==> src/rtl/regfile32x8_pkg.sv <==
// Shared CPU constants and the write-enable classification used by the register file.
package cpu_pkg;

    localparam int unsigned NREG = 32;
    localparam int unsigned AW   = 5;
    localparam int unsigned DW   = 8;

    localparam logic [DW-1:0] REG_RST = '0;

    typedef enum logic [1:0] {
        WR_NONE,
        WR_ONE,
        WR_MULTI
    } wr_class_e;

endpackage

==> src/rtl/regfile32x8_onehot_chk.sv <==
// Classifies a 32-bit enable vector as none / exactly-one / multi-hot using
// a pairwise OR/AND reduction tree.
module onehot_chk (
    input  logic [31:0] we,
    output logic        none,
    output logic        one,
    output logic        multi
);

    logic [31:0] any_v;
    logic [31:0] mul_v;
    logic [31:0] nany;
    logic [31:0] nmul;

    // Each tree node carries (any bit set, two or more bits set) for its subtree.
    always_comb begin
        any_v = we;
        mul_v = '0;
        nany  = '0;
        nmul  = '0;
        for (int unsigned lvl = 0; lvl < 5; lvl++) begin
            nany = '0;
            nmul = '0;
            for (int unsigned k = 0; k < 16; k++) begin
                nany[k] = any_v[2*k] | any_v[2*k+1];
                nmul[k] = mul_v[2*k] | mul_v[2*k+1] | (any_v[2*k] & any_v[2*k+1]);
            end
            any_v = nany;
            mul_v = nmul;
        end
    end

    assign none  = ~any_v[0];
    assign multi = mul_v[0];
    assign one   = any_v[0] & ~mul_v[0];

endmodule

==> src/rtl/regfile32x8.sv <==
// 32-entry register file with one-hot write enables, two combinational read
// ports, a sticky multi-hot fault flag and a written-since-reset bitmap.
module regfile32x8 #(
    parameter int unsigned DW = cpu_pkg::DW
) (
    input  logic          CLK,
    input  logic          RST,
    input  logic [31:0]   WE,
    input  logic [DW-1:0] D,
    input  logic [4:0]    RA,
    input  logic [4:0]    RB,
    output logic [DW-1:0] QA,
    output logic [DW-1:0] QB,
    output logic          ERR,
    output logic [31:0]   WR
);

    import cpu_pkg::*;

    logic [DW-1:0] regs [NREG];
    logic          we_none;
    logic          we_one;
    logic          we_multi;
    wr_class_e     wr_class;

    onehot_chk u_onehot_chk (
        .we    (WE),
        .none  (we_none),
        .one   (we_one),
        .multi (we_multi)
    );

    always_comb begin
        wr_class = WR_NONE;
        if (we_multi)
            wr_class = WR_MULTI;
        else if (we_one && !we_none)
            wr_class = WR_ONE;
    end

    // Entry 0 is only ever loaded by reset, so it reads zero without a mux special case.
    always_ff @(posedge CLK) begin
        if (RST) begin
            for (int unsigned i = 0; i < NREG; i++)
                regs[i] <= DW'(REG_RST);
            WR  <= '0;
            ERR <= 1'b0;
        end else begin
            case (wr_class)
                WR_ONE: begin
                    for (int unsigned i = 1; i < NREG; i++)
                        if (WE[i])
                            regs[i] <= D;
                    WR <= WR | {WE[31:1], 1'b0};
                end
                WR_MULTI: ERR <= 1'b1;
                default: ;
            endcase
        end
    end

    assign QA = regs[RA];
    assign QB = regs[RB];

endmodule
==> config.mk <==
export PLATFORM = sky130hd
export DESIGN_NAME = regfile32x8
export DESIGN_NICKNAME = d
export VERILOG_FILES = /design/src/rtl/regfile32x8_pkg.sv /design/src/rtl/regfile32x8_onehot_chk.sv /design/src/rtl/regfile32x8.sv
export SDC_FILE = /design/constraint.sdc
export NUM_CORES = 1
export LEC_CHECK = 0
export CORE_MARGIN = 2
export CORE_UTILIZATION = 30
export DETAILED_ROUTE_END_ITERATION = 12
export DONT_BUFFER_PORTS = 1
export PLACE_DENSITY = 0.53
export SLEW_MARGIN = 20
export SYNTH_ARGS = -nofsm -noshare
export SYNTH_HDL_FRONTEND = slang
export SYNTH_HIERARCHICAL = 1
export SYNTH_SLANG_ARGS = --single-unit
==> constraint.sdc <==
create_clock -name CLK -period 2.67 [get_ports CLK]
set_input_delay 0.1335 -clock CLK [delete_from_list [all_inputs] [get_ports CLK]]
set_output_delay 0.1335 -clock CLK [all_outputs]
set_load 0.1 [all_outputs]
==> results list, run 1 <==
* Startpoint of the worst setup timing path: regs[13][7]$_SDFFCE_PN0P_
* Data arrival at the endpoint of the critical path: around 2500 ps
- Yosys cell types: 35
- Buffers from clock root to sink, at most: 3
- Residual antenna-violating net count after detailed routing: 0
- Once the floorplan was initialized, standard cells occupied 30.5% of the core.
* CP required: roughly 2500 ps
- Status: completed
- Critical Path Fanout Max: 2
* Fin Hold WS: between 15 and 20 ps
* Total number of vias: 9482
- Worst stage delay on the critical path: between 900 and 1000 ps
- For the worst-skew pair, the clock arrives at the later sink with an insertion delay of ~600 ps.
- Dividing total power by cell area gives a power density of around 640 nW/um^2.
- Yosys printed 6 warnings.
* Die Span X: about 220 microns
- Together, buffers and inverters on the worst path number 0.
- Transition time of the tightest slew-check pin: 1190 ps
- Area contributors post-synth: sky130_fd_sc_hd__edfxtp_1 (54%), sky130_fd_sc_hd__mux4_2 (12%), sky130_fd_sc_hd__nor2_1 (4.7%)
- On the critical path the largest part of the delay comes from compound AO/OA/AOI/OAI gates.
* Worst vdd ir: 0.488 mV
- Top cell type by total area after synthesis: sky130_fd_sc_hd__edfxtp_1
- NumNets Final: 1136
- Number of search-and-repair iterations in the first detailed-routing pass: 7
- Global routing finished with a remaining overflow of 0.
* Startpoint-to-endpoint class of the critical path: flip-flop to output port
* Source of the worst register-to-register timing path: WR[19]$_SDFFE_PP0N_
* Summed negative setup slack over all endpoints: 0 ps
- The analysis attributes to cell leakage a power of roughly 6 nW.
* Startpoint kind of the worst setup timing path: flip-flop
- The worst pin sits at a relative slew slack of between 20% and 30%.
* Overall routed net length: between 40000 and 50000 microns
- Synthesis produced a netlist with a net count of around 1.0k.
- The first global-routing pass estimated between 60000 and 70000 microns of wire.
- The core region is roughly 46000 sq um.
* DR vias/cell: around 5.5
- The number of clock buffers added by TritonCTS is 30.
* Max cap viols: 0
- For flop-to-flop paths, the worst setup slack is around 1200 ps.
* Layout Area Growth over Synthesis: 21.8%
* Clock tree root driver cell: sky130_fd_sc_hd__clkbuf_16
* Largest net degree at the start of global routing: 74
* Cell count after synthesis: 969
- The commonest cells after synthesis are sky130_fd_sc_hd__edfxtp_1 (248), sky130_fd_sc_hd__nor2_1 (173), sky130_fd_sc_hd__mux4_2 (76).
* Total I/O pin count: slightly above 100
- CTS built an H-tree with a depth of 1.
- In the routed design, unresolved DRC markers number 0.
* Overall routing resource usage: approximately 18%
* Count of buffers from port buffering: 0
- Post-synth top area share: between 50% and 60%
- Worst setup slack after placement: 43.6 ps
* Slowest cell on the critical path: sky130_fd_sc_hd__o31ai_4
- Drt wl/cell: ~26 microns
- The placed instances occupy a cell area of about 15000 sq um.
* Total number of placement rows: 78
- TritonCTS built the clock tree.
- Setup repair after global routing left no endpoint under its margin.
- The routed design could run at a clock period as short as approximately 2600 ps.
- The startpoint identified for the worst hold timing path is WE[30].
- Type of the tightest min-delay check: input pin to flip-flop
* Num Clock Sinks: between 200 and 300
* Fraction of registers with async set or reset after synthesis: 0%
* Vertical extent of the die: between 200 and 250 microns
- The most used flip-flop cell after synthesis is sky130_fd_sc_hd__edfxtp_1.
- In the post-synthesis netlist, the cell with the most instances is sky130_fd_sc_hd__edfxtp_1.
* Final design instance area without fill: between 15000 and 20000 sq um
- List of cells traversed by the critical path: mux4_2 -> mux2i_1 -> and2_4 -> o31ai_4
- GP Congestion: just under 0.9
* Average size of a mapped cell: roughly 14 sq um
- Final clock period utilization by the worst path: between 90% and 100%
* Total standard cell area after synthesis: about 14000 sq um
- Initial antenna violation count: 2
* Number of global-route vias before repair: 9720
* Final setup violating endpoints: 0
- Derived from the worst setup path, the maximum achievable clock frequency is around 0.38 GHz.
* Final Power: roughly 11 mW
* Max Clock Skew: 0 ps
- STA classifies the critical path endpoint as an output port.
* Setup ws final: roughly 24 ps
- Hold Violations, Final: 0
- Total Die Area: 48000 sq um
- Number of enable flip-flop cells after synthesis: approximately 250
* Detailed-placement wirelength estimate: around 30000 microns
- In this run, the number of DRC markers left after iteration 0 of detailed routing was 933.
* Max-slew violation total from the final report: 0
* Ratio of cells with drive above 1 in the final layout: 23.6%
* Clock transition time at the flip-flop clock pins of the worst setup and hold paths: 60 ps
- Count of state elements after synthesis: 280
- Sequential-to-total area share from yosys stat: between 50 and 60%
## final timing paths
check,end,depth (start not counted)
worst max-delay path,QB[7],4
worst min register to register,WR[10]$_SDFFE_PP0N_,3
worst min-delay path,regs[30][7]$_DFFE_PP_,2
worst max register to register,WR[19]$_SDFFE_PP0N_,4
## flip-flops by register name (all words and copies together) (netlist names)
name and cells:
regs 248, WR 31, ERR 1
## report_power, final
group,switching [mW],internal [mW],leakage [nW]
Sequential,0.125,5.03,2.63
Combinational,0.838,0.591,2.88
Clock,1.75,2.54,0.490
## timing repair
| item | 4_1_cts | 5_1_grt |
|---|---|---|
| setup buffers | 0 | 0 |
| endpoints found under the setup margin | 4 | 4 |
| gates resized for setup | 6 | 3 |
| pin swaps | 1 | 3 |
| hold buffers | 65 | 0 |
| hold endpoints to repair | 169 | 0 |
## cells in the final DEF (no fill, tap or decap), types with 2 or more instances in the layout
cell type	n
sky130_fd_sc_hd__o21ai_2	6
sky130_fd_sc_hd__a211oi_1	16
sky130_fd_sc_hd__clkbuf_16	30
sky130_fd_sc_hd__bufinv_16	5
sky130_fd_sc_hd__and4_1	2
sky130_fd_sc_hd__mux4_2	76
sky130_fd_sc_hd__nor2b_1	6
sky130_fd_sc_hd__and2_1	16
sky130_fd_sc_hd__dlygate4sd3_1	64
sky130_fd_sc_hd__nand2_1	20
sky130_fd_sc_hd__o22ai_1	26
sky130_fd_sc_hd__clkbuf_1	7
sky130_fd_sc_hd__mux2_2	16
sky130_fd_sc_hd__a21o_1	14
sky130_fd_sc_hd__and2_4	2
sky130_fd_sc_hd__dfxtp_1	32
sky130_fd_sc_hd__mux2i_1	48
sky130_fd_sc_hd__buf_12	4
sky130_fd_sc_hd__diode_2	2
sky130_fd_sc_hd__nand2b_1	27
sky130_fd_sc_hd__o21ai_1	10
sky130_fd_sc_hd__nor4_2	5
sky130_fd_sc_hd__a21oi_1	31
sky130_fd_sc_hd__nand4_1	5
sky130_fd_sc_hd__clkinv_2	6
sky130_fd_sc_hd__nor4_1	4
sky130_fd_sc_hd__inv_1	10
sky130_fd_sc_hd__a22oi_1	2
sky130_fd_sc_hd__edfxtp_1	248
sky130_fd_sc_hd__nor2_1	173
sky130_fd_sc_hd__mux4_1	20
sky130_fd_sc_hd__a22o_1	52
sky130_fd_sc_hd__a221oi_1	4
sky130_fd_sc_hd__buf_4	94
sky130_fd_sc_hd__o31ai_4	16
sky130_fd_sc_hd__clkinv_1	7
## cells by family after synthesis
group	share of synthesized area, %
AOI/OAI and AO/OA	8.99
xor gates and xnor gates	0.0631
buffers and inverters	3.25
DFF	58.2
muxes	20.9
other	0.0270
and+or+nand+nor	8.55
## stage by stage
step / util, % / instances
final: 37.1 / 1710
after global routing: 37.1 / 1708
after CTS: 37.1 / 1708
after detailed placement: 33.4 / 1587
after global placement: 33.4 / 1587
after floorplan: - / 969
## area by class of cell
cell class | count | area, sq um
diodes | 2 | 5.00
flip-flops and latches | 280 | 8090
clock inverters | 19 | 223
multi-input cells | 600 | 5600
fillers | 4310 | 28700
inverters | 10 | 37.5
clock buffers | 37 | 777
well taps | 600 | 751
repair buffers | 162 | 1430
## routing by layer
metal | part of all wire, % | up-vias | GRT usage (%)
li1 | - | 4058 | -
met5 | 0 | - | 0
met4 | 3.2 | 0 | 5.72
met3 | 9.0 | 80 | 4.48
met2 | 46 | 485 | 29.4
met1 | 42 | 4859 | 24.5
No activity file was read; power rests on OpenSTA's default activity.
==> run 2: changes to the inputs <==
- SYNTH_HIERARCHICAL: 1 -> default
==> run 2 against run 1 <==
- critical path depth increased by 1
- maximum frequency increased by 0.57%
- flip-flop and latch count unchanged
- worst setup slack improved by 15 ps
- clock power decreased by 3%
- die area increased by 9.0%
- via count increased by 6.3%
- synthesized cell count increased by 8.8%
- first-iteration DRC count increased by 13%
- clock skew unchanged
- critical endpoint unchanged
==> results list, run 2 <==
- The run finished with clean final reports.
- The detail route stage leaves a number of antenna-violating nets equal to 0.
- By area the synthesized netlist is led by sky130_fd_sc_hd__edfxtp_1 (49%), sky130_fd_sc_hd__mux4_2 (14%), sky130_fd_sc_hd__nor3_2 (8.6%).
- Vertical extent of the die: roughly 230 microns
- The first detailed-routing pass ran for 5 iterations.
* Layout Area Growth over Synthesis: 18.2%
- Input and output buffers added on the ports amount to 0.
- Dividing the detail-routed wire length by the instance count gives roughly 27 microns.
- At the worst endpoint, the required time is ~2500 ps.
- Entering global routing, the biggest net connects a little over 80 pins.
* Hold Violations, Final: 0
- Max FFs per register: between 200 and 250
- Antenna fix cells: 0
- Die Span X: 229 microns
* Buffers from clock root to sink, at most: 3
- The number of global-route vias before repair came to between 10k and 15k.
- Setup ws final: a little under 40 ps
- Total standard cell area after synthesis: 15200 sq um
- Among the stages of the critical path, the cell type that occurs most often is sky130_fd_sc_hd__mux4_2.
- For the final database, setup skew stands at 0 ps.
- STA classifies the critical path endpoint as an output port.
- After synthesis, the mean cell area works out to between 10 and 15 sq um.
- Buffers inserted during post-CTS setup optimization: 0
- In this run the worst path has a maximum fanout of 2.
- Type of the tightest min-delay check: input pin to flip-flop
- In the synthesized netlist the dominant register cell turns out to be sky130_fd_sc_hd__edfxtp_1.
* Num Clock Sinks: 280
- Of all flip-flops after synthesis, the portion carrying an async set or reset was 0%.
- The core region is around 50000 sq um.
- Ratio of cells with drive above 1 in the final layout: between 30% and 40%
- The clock network accounts for a little under two fifths of the total power.
* CTS tree: yes
- Internal power: 8.05 mW
- The synthesized design contains between 200 and 300 register bits.
- For this run, design rule violations remaining after detail routing come to 0.
* Clock transition time at the flip-flop clock pins of the worst setup and hold paths: roughly 60 ps
- The biggest area contributor in the post-synthesis netlist is sky130_fd_sc_hd__edfxtp_1.
- Clock latency on the worst-skew pair, taken at its later pin, is ~560 ps.
- For this run, the number of Yosys warnings is 0.
- Per report_power, the sequential group accounts for a little under half of the total.
- Number of enable flip-flop cells after synthesis: 248
* DR vias/cell: roughly 5.5
- Share of power burned in combinational logic: 14.1%
- The largest single stage delay on the critical path is 520 ps.
- First-pass GRT wire length: just over 70000 microns
- Top Registers: regs x248, WR x31, ERR x1
- Max cap viols: 0
- Detailed placement ended at an HPWL of roughly 33000 microns.
- Overall routing resource usage: around 18%
* Leading post-synthesis cells by instance count: sky130_fd_sc_hd__edfxtp_1 (248), sky130_fd_sc_hd__nor3_2 (130), sky130_fd_sc_hd__mux4_2 (96)
- Fin Hold WS: 17.0 ps
* Worst vdd ir: about 0.46 mV
- Hold Path Stages: 1
* Layout filler cell count: around 5k
- Of the total power, the share spent switching nets is around a quarter.
* Final setup violating endpoints: 0
* 1st-iter DRT viols: between 1k and 1.5k
* P per Cell Area: about 610 nW/um^2
- During I/O placement, the number of pins put on the boundary was 101.
* Setup repair after global routing missed its margin: false
- The number of antenna violations at the first check in global routing is 2.
- Clock tree root driver cell: sky130_fd_sc_hd__clkbuf_16
- Maximum operating frequency: roughly 0.38 GHz
- In the final timing run, aggregate negative setup slack is 0 ps.
* Synthesized Nets: 1106
- The worst setup path is of the flip-flop to output port kind.
* TritonCTS buffer count: 30
* Pleak: approximately 5.9 nW
* Total number of placement rows: 82
- Total number of vias: 10.1k
- Overall routed net length: ~49000 microns
* Crit path time final: roughly 2600 ps
- Transition time of the tightest slew-check pin: ~720 ps
- Starting density of the core: a little under a third
* Post-synth top area share: 49.1%
- List of cells traversed by the critical path: mux4_2 -> mux4_2 -> nand2_1 -> o21ai_2 -> buf_4
- The worst setup path is launched from a flip-flop.
- For the worst setup path, the data arrival time is 2500 ps.
- Cell count after synthesis: about 1.1k
- Final clock period utilization by the worst path: 98.5%
* Max-slew violation total from the final report: 0
- The share of the Yosys chip area taken by registers is 53.3%.
- The analysis attributes to net switching a power of 2.84 mW.
- After global routing the overflow that remains totals 0.
- The worst pin sits at a relative slew slack of between 50% and 60%.
- The synthesized netlist contains between 40 and 50 unique library cells.
- Prior to clock tree synthesis, the placed netlist has a worst setup slack of roughly 210 ps.
- Ranked by flip-flop count, first place goes to regs.
- Most frequent cells in the layout: sky130_fd_sc_hd__edfxtp_1 (248), sky130_fd_sc_hd__nor3_2 (130), sky130_fd_sc_hd__mux4_2 (96)
- The largest individual stage delay along the critical path comes from the cell sky130_fd_sc_hd__mux4_2.
* Total Die Area: 52400 sq um
- Measured in cells, the most critical reg-to-reg path has a length of 4.
- In this run the number of H-tree levels came out at 1.
- NumNets Final: around 1.2k
- Cell with the most instances after synthesis: sky130_fd_sc_hd__edfxtp_1
- Routability-driven placement finished with a final weighted congestion of ~0.83.
- The library cell used most frequently in the layout, excluding fill and tap cells, is sky130_fd_sc_hd__edfxtp_1.
## run 2: cell types whose count changed after synthesis, sizes merged, moves of 32 or more
| cell | delta |
|---|---|
| a22oi | +37 |
| nor2 | -155 |
| inv | +34 |
| a22o | -52 |
| nor3 | +136 |
| mux2 | +32 |
## run 2: area by class of cell
| type | instances | area, sq um | share of cell area, % |
|---|---|---|---|
| well taps | 672 | 841 | 4.69 |
| multi-input cells | 612 | 6410 | 35.8 |
| clock inverters | 19 | 174 | 0.971 |
| flip-flops and latches | 280 | 8090 | 45.1 |
| inverters | 56 | 210 | 1.17 |
| repair buffers | 147 | 1390 | 7.77 |
| clock buffers | 36 | 805 | 4.49 |
## run 2: critical path: cells and delay by family (launching register included)
family          cells  cell delay [ps]
mux                 2             1040
flops               1              410
buf+inv             1              270
simple gates        1              110
compound gates      1              100
## run 2: metrics by stage
step / total power [mW] / utilization [%] / std cells / instance area, sq um
detailed placement: 6.72 / 32.5 / 1703 / 16300
global placement: 6.71 / 32.5 / 1703 / 16300
floorplan: 6.35 / - / 1054 / 15200
global route: 11.2 / 35.8 / 1822 / 17900
finish: 10.9 / 35.8 / 1822 / 17900
CTS: 10.9 / 35.8 / 1822 / 17900
## run 2: power by group through the flow
stage | clock network (mW) | registers [mW] | logic (mW)
finish | 4.17 | 5.18 | 1.54
global route | 4.38 | 5.20 | 1.59
CTS | 4.22 | 5.18 | 1.52
detailed placement | 0 | 5.27 | 1.45
global placement | 0 | 5.26 | 1.45
floorplan | 0 | 5.19 | 1.16
## run 2: cells by family after synthesis
family	Yosys count	synth area share (%)
other	1	0.0247
flip-flops	280	53.3
buffers and inverters	162	4.98
multiplexers	176	19.9
XOR/XNOR	1	0.0578
AND/OR/NAND/NOR	271	14.3
AO/OA/AOI/OAI	163	7.35
## run 2: path summary, 6_finish.rpt
kind	start	endpoint	slack [ps]
min	WE[14]	regs[14][6]$_SDFFCE_PN0P_	20
max reg2reg	WR[21]$_SDFFE_PP0N_	WR[21]$_SDFFE_PP0N_	1140
max	regs[30][7]$_DFFE_PP_	QB[7]	40
min reg2reg	ERR$_SDFFE_PP0N_	ERR$_SDFFE_PP0N_	820
## run 2: layer usage
metal  part of all wire, %  GRT usage [%]
met4                   2.9           5.58
met3                   9.0           4.84
met2                    45           28.2
met5                 0.057              0
met1                    43           25.5
## run 2: what timing repair did
item / in CTS / in global routing
endpoints found under the hold margin: 179 / 0
gates resized for setup: 0 / 3
endpoints found under the setup margin: 0 / 4
hold buffers: 64 / 0
